===== src/rtl/apb_timer_pkg.sv =====
// apb_timer_pkg
// Shared register map and field positions for the APB timer.
//   ADDR_*        : byte offsets of the four registers inside the slave window
//   CTRL_*_BIT    : control register bit positions (PRESC occupies
//                   [CTRL_PRESC_LSB +: PRESC_WIDTH])
//   STATUS_FLAG_BIT : position of the sticky expiry flag in STATUS
package apb_timer_pkg;

  localparam logic [3:0] ADDR_CTRL   = 4'h0;
  localparam logic [3:0] ADDR_LOAD   = 4'h4;
  localparam logic [3:0] ADDR_COUNT  = 4'h8;
  localparam logic [3:0] ADDR_STATUS = 4'hC;

  localparam int CTRL_EN_BIT     = 0;
  localparam int CTRL_RELOAD_BIT = 1;
  localparam int CTRL_IRQEN_BIT  = 2;
  localparam int CTRL_PRESC_LSB  = 8;

  localparam int STATUS_FLAG_BIT = 0;

endpackage


===== src/rtl/apb_timer_prescaler.sv =====
// apb_timer_prescaler
// Counts 0..presc while enabled and flags the last cycle of each period.
//   clk, rst : clock and asynchronous active-high reset
//   en       : count enable (holds the count while low)
//   clr      : synchronous restart of the count at 0 (wins over en)
//   presc    : terminal value; 0 gives a tick every enabled cycle
//   tick     : high in the cycle where the count equals presc
module apb_timer_prescaler #(
  parameter int PRESC_WIDTH = 8
) (
  input  logic                   clk,
  input  logic                   rst,
  input  logic                   en,
  input  logic                   clr,
  input  logic [PRESC_WIDTH-1:0] presc,
  output logic                   tick
);

  logic [PRESC_WIDTH-1:0] cnt_q;

  assign tick = en && (cnt_q == presc);

  always_ff @(posedge clk or posedge rst) begin
    if (rst) begin
      cnt_q <= '0;
    end else if (clr) begin
      cnt_q <= '0;
    end else if (en) begin
      cnt_q <= tick ? '0 : cnt_q + PRESC_WIDTH'(1);
    end
  end

endmodule


===== src/rtl/apb_timer.sv =====
// apb_timer
// APB slave timer: prescaled 32-bit down-counter with one-shot or
// auto-reload operation, sticky expiry flag and level interrupt.
//   clk, rst                        : clock, asynchronous active-high reset
//   psel, penable, pwrite, paddr,
//   pwdata                          : APB request (zero wait states)
//   prdata, pready, pslverr         : APB response
//   irq                             : FLAG & IRQEN, from registers only
module apb_timer
  import apb_timer_pkg::*;
#(
  parameter int APB_ADDR_WIDTH = 12,
  parameter int PRESC_WIDTH    = 8
) (
  input  logic                      clk,
  input  logic                      rst,
  input  logic                      psel,
  input  logic                      penable,
  input  logic                      pwrite,
  input  logic [APB_ADDR_WIDTH-1:0] paddr,
  input  logic [31:0]               pwdata,
  output logic [31:0]               prdata,
  output logic                      pready,
  output logic                      pslverr,
  output logic                      irq
);

  logic [3:0]             offset;
  logic                   access;
  logic                   addr_err;
  logic                   wr_ok;
  logic                   wr_ctrl;
  logic                   wr_load;
  logic                   wr_status;
  logic                   presc_clr;
  logic                   tick;
  logic                   expire;

  logic                   en_q;
  logic                   reload_q;
  logic                   irqen_q;
  logic [PRESC_WIDTH-1:0] presc_q;
  logic [31:0]            load_q;
  logic [31:0]            count_q;
  logic                   flag_q;
  logic [31:0]            ctrl_rd;

  assign offset = paddr[3:0];
  assign access = psel & penable;

  // Misaligned, beyond STATUS, or a write to read-only COUNT.
  assign addr_err = (offset[1:0] != 2'b00)
                 || (|paddr[APB_ADDR_WIDTH-1:4])
                 || (pwrite && (offset == ADDR_COUNT));

  assign pready  = access;
  assign pslverr = access & addr_err;

  assign wr_ok     = access & pwrite & ~addr_err;
  assign wr_ctrl   = wr_ok && (offset == ADDR_CTRL);
  assign wr_load   = wr_ok && (offset == ADDR_LOAD);
  assign wr_status = wr_ok && (offset == ADDR_STATUS);

  // A tick seen while COUNT is already 0 ends the period.
  assign expire = tick && (count_q == 32'd0);

  // Fresh period on a LOAD write or when the timer is switched on.
  assign presc_clr = wr_load | (wr_ctrl & ~en_q & pwdata[CTRL_EN_BIT]);

  apb_timer_prescaler #(
    .PRESC_WIDTH(PRESC_WIDTH)
  ) u_prescaler (
    .clk  (clk),
    .rst  (rst),
    .en   (en_q),
    .clr  (presc_clr),
    .presc(presc_q),
    .tick (tick)
  );

  always_ff @(posedge clk or posedge rst) begin
    if (rst) begin
      en_q     <= 1'b0;
      reload_q <= 1'b0;
      irqen_q  <= 1'b0;
      presc_q  <= '0;
      load_q   <= '0;
      count_q  <= '0;
      flag_q   <= 1'b0;
    end else begin
      // Software write to CTRL wins over the one-shot self-disable.
      if (wr_ctrl) begin
        en_q     <= pwdata[CTRL_EN_BIT];
        reload_q <= pwdata[CTRL_RELOAD_BIT];
        irqen_q  <= pwdata[CTRL_IRQEN_BIT];
        presc_q  <= pwdata[CTRL_PRESC_LSB +: PRESC_WIDTH];
      end else if (expire && !reload_q) begin
        en_q <= 1'b0;
      end

      if (wr_load) begin
        load_q <= pwdata;
      end

      // LOAD write overrides the count update of a coincident tick.
      if (wr_load) begin
        count_q <= pwdata;
      end else if (tick) begin
        if (count_q != 32'd0) begin
          count_q <= count_q - 32'd1;
        end else if (reload_q) begin
          count_q <= load_q;
        end
      end

      // Setting has priority over a same-cycle W1C.
      if (expire) begin
        flag_q <= 1'b1;
      end else if (wr_status && pwdata[STATUS_FLAG_BIT]) begin
        flag_q <= 1'b0;
      end
    end
  end

  assign irq = flag_q & irqen_q;

  always_comb begin
    ctrl_rd                                   = '0;
    ctrl_rd[CTRL_EN_BIT]                      = en_q;
    ctrl_rd[CTRL_RELOAD_BIT]                  = reload_q;
    ctrl_rd[CTRL_IRQEN_BIT]                   = irqen_q;
    ctrl_rd[CTRL_PRESC_LSB +: PRESC_WIDTH]    = presc_q;
  end

  always_comb begin
    prdata = '0;
    if (access && !pwrite && !addr_err) begin
      case (offset)
        ADDR_CTRL:   prdata = ctrl_rd;
        ADDR_LOAD:   prdata = load_q;
        ADDR_COUNT:  prdata = count_q;
        ADDR_STATUS: prdata[STATUS_FLAG_BIT] = flag_q;
        default:     prdata = '0;
      endcase
    end
  end

endmodule

===== config.mk =====
export PLATFORM = sky130hd
export DESIGN_NAME = apb_timer
export DESIGN_NICKNAME = d
export VERILOG_FILES = /design/src/rtl/apb_timer_pkg.sv /design/src/rtl/apb_timer_prescaler.sv /design/src/rtl/apb_timer.sv
export SDC_FILE = /design/constraint.sdc
export NUM_CORES = 1
export LEC_CHECK = 0
export ABC_AREA = 1
export CORE_MARGIN = 2
export CORE_UTILIZATION = 60
export CTS_CLUSTER_SIZE = 8
export DETAILED_ROUTE_END_ITERATION = 16
export GPL_ROUTABILITY_DRIVEN = 0
export PLACE_DENSITY_LB_ADDON = 0.3
export SETUP_SLACK_MARGIN = 0.02
export SYNTH_ARGS = -nofsm -noshare
export SYNTH_HDL_FRONTEND = slang
export SYNTH_HIERARCHICAL = 1
export SYNTH_SLANG_ARGS = --single-unit

===== constraint.sdc =====
create_clock -name clk -period 8.24 [get_ports clk]
set_clock_uncertainty 0.2 [all_clocks]
set_input_delay 1.648 -clock clk [delete_from_list [all_inputs] [get_ports clk]]
set_output_delay 1.648 -clock clk [all_outputs]
set_load 0.02 [all_outputs]

==> metrics.txt, run 1 <==
Slew headroom 0.215; Startpoint Class input pin; Worst EP arrival 4.46 ns; TritonCTS clock tree yes; WP data required 6.39 ns; antenna violations before repair 0; CTS resizes 0; sequential cell fraction of total power 0.489; DR pass1 iterations 6; WHS 0.314 ns; number of library cell types mapped by synthesis 37; vias in the first global route 5896; n_diodes 0; Setup-failing EPs final 0; max-slew violations 0; Buf+Inv Stages, Crit Path 4; CTS root buf clkbuf_8; hold_buf cts 0; antenna-violating nets left 0; gr usage total 0.313; worst hold stages 2; Synth area leaders dfrtp_1 35%, nand2_1 22%, nor2_1 7.8%; crit path time final 6.31 ns; Die X 104 µm; die area 10800 µm²; clock slew seen by the registers of the worst setup and hold paths 0.08 ns; Mapped Avg Cell Area 6.39 µm²; first-pass GRT wire length 27.8 mm; pin count of the biggest net entering global routing 77; sw power 0.218 mW; Power Dens Cells 119 nW/µm²; Clock Tree Buf Depth 2; ys async rst share 1.00; Internal 0.629 mW; post-synthesis cell area 5990 µm²; Final Total Pwr 0.846 mW; Hold Violations, Final 0; reg2reg setup slack 5.31 ns; Most used DFF post-synth dfrtp_1; placed cell area 6870 µm²; Placeable Area 9730 µm²; Placed Instances 1128; CP max stage cell clkdlybuf4s50_1; Pleak 3.68 nW; Net Sw Frac 0.257; count leader, synth nand2_1; status finished clean; Remaining Overflow, GRT 0; Commonest cells post-synth 348 x nand2_1, 124 x nor2_1, 97 x inv_1, 84 x dfrtp_1, 69 x nand3_1; hold crit path type reg -> reg; largest fanout on the critical path 17; remaining routing DRC violations 0; Seq/Total Area, Yosys 0.351; Final Cell Area 7090 µm²; CP Depth 10; Core Rows 36; Clk network pwr share 0.381; post-layout net count 1058; TritonCTS buffer count 9; chip height 104 µm; total number of vias 6253; per-cell routed wire length 14.5 µm; R2R depth 11; Final HPWL DP 12.0 mm; area leader, netlist dfrtp_1; Max Fclk 158 MHz; RSZ-0062 raised after global routing no; Post-Layout Cell Count 1144; Synth top area share 0.351; drt initial violations 543; crit path capture type output port; Synth Register Bits 84; Starting Density 0.616; WS Path Type in -> out; Post-synth EDFFs 0; Avg Vias per Cell 5.47; Maximum Capacitance Violations 0; Gate power share 0.130; Worst-Margin Slew 1.17 ns; later-pin clock latency in the skew report 0.36 ns; Buffers on Ports 83; slowest cell delay on critical path 0.62 ns; setup TNS 0 ns; Final Cycle Share 0.766; Total Wirelength 16.6 mm; Post-Synthesis Cells 938; IO Pins 84; synth warn 6; fraction of layout cells with a size suffix above 1 0.0603; Area Growth Syn to Fin 18.3%; Sink Count 84; worst path cell trace clkdlybuf4s50_1, inv_1, nor2_1, nand3_1, nand3_1, nor2_1, o2111ai_2, buf_4, a21oi_1, clkdlybuf4s50_1; syn nets 990; # Post-CTS Setup Buffers 0; Worst VDD drop 0.000112 V; CP delay by family, top buffers and inverters; CTS H-tree lvls 3
-- final timing paths --
kind / startpoint / end
worst max-delay path: paddr[3] / prdata[18]
worst min-delay path: load_q[9] / load_q[9]
worst max register to register: count_q[0] / count_q[20]
worst min register to register: load_q[9] / load_q[9]
max in group asynchronous: rst / count_q[3]
min in group asynchronous: rst / u_prescaler/cnt_q[5]
-- worst register-to-register path: cells and delay by family, from the launching register on --
kind / cells / cell delay (ns)
buffers and inverters: 2 / 0.37
DFF: 1 / 0.43
and+or+nand+nor: 8 / 1.61
adders and majority gates: 1 / 0.22
-- layout by cell type (no fill, tap or decap), types with 8 or more instances in the layout --
cell and instances:
o21ai_0 29, nor3_1 11, xnor2_1 8, nand2_1 348
a31oi_1 8, nor2_1 124, dfrtp_1 84, xor2_1 8
a21oi_1 49, mux2_2 9, clkdlybuf4s50_1 83, nand3_1 69
nand4_1 20, clkbuf_8 13, inv_1 96
-- cell families after synthesis --
group,after synthesis,share of synthesized area
DFF,84,0.351
buffers and inverters,130,0.0900
AOI/OAI and AO/OA,95,0.0854
xor gates and xnor gates,16,0.0234
and+or+nand+nor,601,0.427
adders and majority gates,3,0.00627
muxes,9,0.0169
-- registers in the layout (all words and copies together), names as in the netlist --
signal / flops
presc_q: 8
en_q: 1
u_prescaler/cnt_q: 8
count_q: 32
reload_q: 1
flag_q: 1
load_q: 32
irqen_q: 1
-- power by group through the flow --
stage / sequential [mW] / clock (mW) / combinational, mW
final: 0.414 / 0.323 / 0.110
after detailed placement: 0.422 / 0 / 0.108
after CTS: 0.414 / 0.324 / 0.109
after floorplan: 0.422 / 0 / 0.0665
after global routing: 0.414 / 0.339 / 0.124
after global placement: 0.422 / 0 / 0.107
-- layout make-up --
class	instances	area [µm²]
clock inverters	3	42.5
fillers	844	2640
well taps	133	166
flip-flops and latches	84	2100
repair buffers	87	861
inverters	100	375
clock buffers	13	179
multi-input cells	724	3360
-- routing by layer --
| layer | vias to the layer above | routed length, µm | global-route usage |
|---|---|---|---|
| li1 | 3094 | - | - |
| met1 | 2791 | 7140 | 0.431 |
| met2 | 329 | 7320 | 0.483 |
| met3 | 39 | 1710 | 0.0670 |
| met4 | 0 | 450 | 0.125 |
| met5 | - | 0 | 0 |
-- through the flow --
step	worst slack (ns)	util
floorplan	3.44	-
global placement	2.03	0.706
detailed placement	1.96	0.706
CTS	1.95	0.729
global route	1.69	0.729
finish	1.93	0.729
No activity file was read; power rests on OpenSTA's default activity.
==> run 2, diff against run 1 <==
--- a/config.mk
+++ b/config.mk
@@ -7,7 +7,7 @@
 export LEC_CHECK = 0
 export ABC_AREA = 1
 export CORE_MARGIN = 2
-export CORE_UTILIZATION = 60
+export CORE_UTILIZATION = 51
 export CTS_CLUSTER_SIZE = 8
 export DETAILED_ROUTE_END_ITERATION = 16
 export GPL_ROUTABILITY_DRIVEN = 0
==> constraint.sdc (replaced) <==
create_clock -name clk -period 5.55 [get_ports clk]
set_clock_uncertainty 0.2 [all_clocks]
set_input_delay 1.11 -clock clk [delete_from_list [all_inputs] [get_ports clk]]
set_output_delay 1.11 -clock clk [all_outputs]
set_load 0.02 [all_outputs]
==> run 2 against run 1 <==
Global-route usage down 3.4 points. Critical path depth unchanged. Core utilization down 9.9 points. Count of clock-buffer cells in the layout down 1. Flip-flop and latch count unchanged. Via count down 0.24%. First-iteration DRC count down 15%.
==> metrics.txt, run 2 (synthesized netlist as in run 1, its figures left out) <==
Avg Vias per Cell 5.40; IO Pins 84; TritonCTS buffer count 9; DR pass1 iterations 5; Power Dens Cells 189 nW/µm²; Total Wirelength 17.0 mm; post-layout net count 1061; largest fanout on the critical path 14; Area Growth Syn to Fin 20.0%; Worst EP arrival 3.48 ns; hold_buf cts 0; Core Rows 39; Buffers on Ports 83; RSZ-0062 raised after global routing no; Final Util 0.630; Die X 112 µm; crit path capture type output port; worst hold stages 2; antenna-violating nets left 0; R2R Path End count_q[20]; Starting Density 0.525; Placeable Area 11400 µm²; CP delay by family, top buffers and inverters; setup TNS 0 ns; first-pass GRT wire length 28.9 mm; gr usage total 0.278; placed cell area 6900 µm²; chip height 112 µm; CTS resizes 0; Pleak 3.72 nW; drt initial violations 462; Final HPWL DP 12.3 mm; pin count of the biggest net entering global routing 52; dpl ws 0.800 ns; fraction of layout cells with a size suffix above 1 0.0622; antenna violations before repair 0; WP data required 4.24 ns; hold_sp load_q[10]; R2R depth 11; WHS 0.307 ns; highest-count cells in the layout ignoring fill and taps 348 x nand2_1, 124 x nor2_1, 96 x inv_1; fillers 1120; Final Cycle Share 0.863; RR Startpoint count_q[0]; Largest regs count_q x32, load_q x32; Setup-failing EPs final 0; post-route setup slack 0.758 ns; clock slew seen by the registers of the worst setup and hold paths 0.06 ns; per-cell routed wire length 14.7 µm; Post-Layout Cell Count 1156; # Post-CTS Setup Buffers 0; slowest cell delay on critical path 0.64 ns; Final Cell Area 7190 µm²; Worst-Margin Slew 1.21 ns; Maximum Capacitance Violations 0; most common cell after layout, fill and taps aside nand2_1; worst path cell trace clkdlybuf4s50_1, inv_1, nor2_1, nand3_1, nand3_1, nor2_1, o2111ai_2, buf_4, a31oi_1, clkdlybuf4s50_1; later-pin clock latency in the skew report 0.34 ns; Clock Tree Buf Depth 2; end of the worst hold path load_q[10]; reg2reg setup slack 2.69 ns; Slew headroom 0.191; vias in the first global route 6148; CP max stage cell clkdlybuf4s50_1; remaining routing DRC violations 0; Buf+Inv Stages, Crit Path 4; Sink Count 84; Hold Violations, Final 0; total number of vias 6238; crit path time final 4.79 ns; Max Fclk 209 MHz; WS Path Type in -> out; status finished clean; CTS root buf clkbuf_16; Worst VDD drop 0.000123 V; max-slew violations 0; hold crit path type reg -> reg; Final Total Pwr 1.36 mW; Placed Instances 1141; CTS H-tree lvls 3; TritonCTS clock tree yes; Startpoint Class input pin; n_diodes 0; Remaining Overflow, GRT 0; die area 12600 µm²
-- run 2: worst max path at each step --
stage                 endpoint  slack, ns  cells after the start  startpoint
floorplan           prdata[10]       1.83                      8    paddr[7]
global placement     prdata[8]       0.82                     10    paddr[3]
CTS                  prdata[2]       0.77                     10    paddr[3]
global route         prdata[9]       0.57                     10    paddr[3]
detailed placement   prdata[2]       0.80                     10    paddr[3]
finish               prdata[2]       0.76                     10    paddr[3]
-- run 2: power by group --
group | total [mW] | switching (mW) | internal (mW)
registers | 0.616 | 0.00203 | 0.614
clock network | 0.582 | 0.244 | 0.338
logic | 0.165 | 0.100 | 0.0647
-- run 2: tightest hold or removal path, stage by stage, from the launching register on --
cell and delay (ns):
dfrtp_1 0.36, nand2_1 0.06, nand2_1 0.06
-- run 2: final cells by class --
| class | instances | area (µm²) | area share |
|---|---|---|---|
| flip-flops and latches | 84 | 2100 | 0.292 |
| multi-input cells | 724 | 3360 | 0.468 |
| well taps | 143 | 179 | 0.0249 |
| clock inverters | 3 | 21.3 | 0.00296 |
| repair buffers | 90 | 883 | 0.123 |
| inverters | 100 | 375 | 0.0522 |
| clock buffers | 12 | 267 | 0.0371 |
-- run 2: routing by layer --
layer	routed length, µm	GRT usage
met5	0	0
met4	291	0.0780
met3	943	0.0356
met2	8080	0.469
met1	7680	0.380
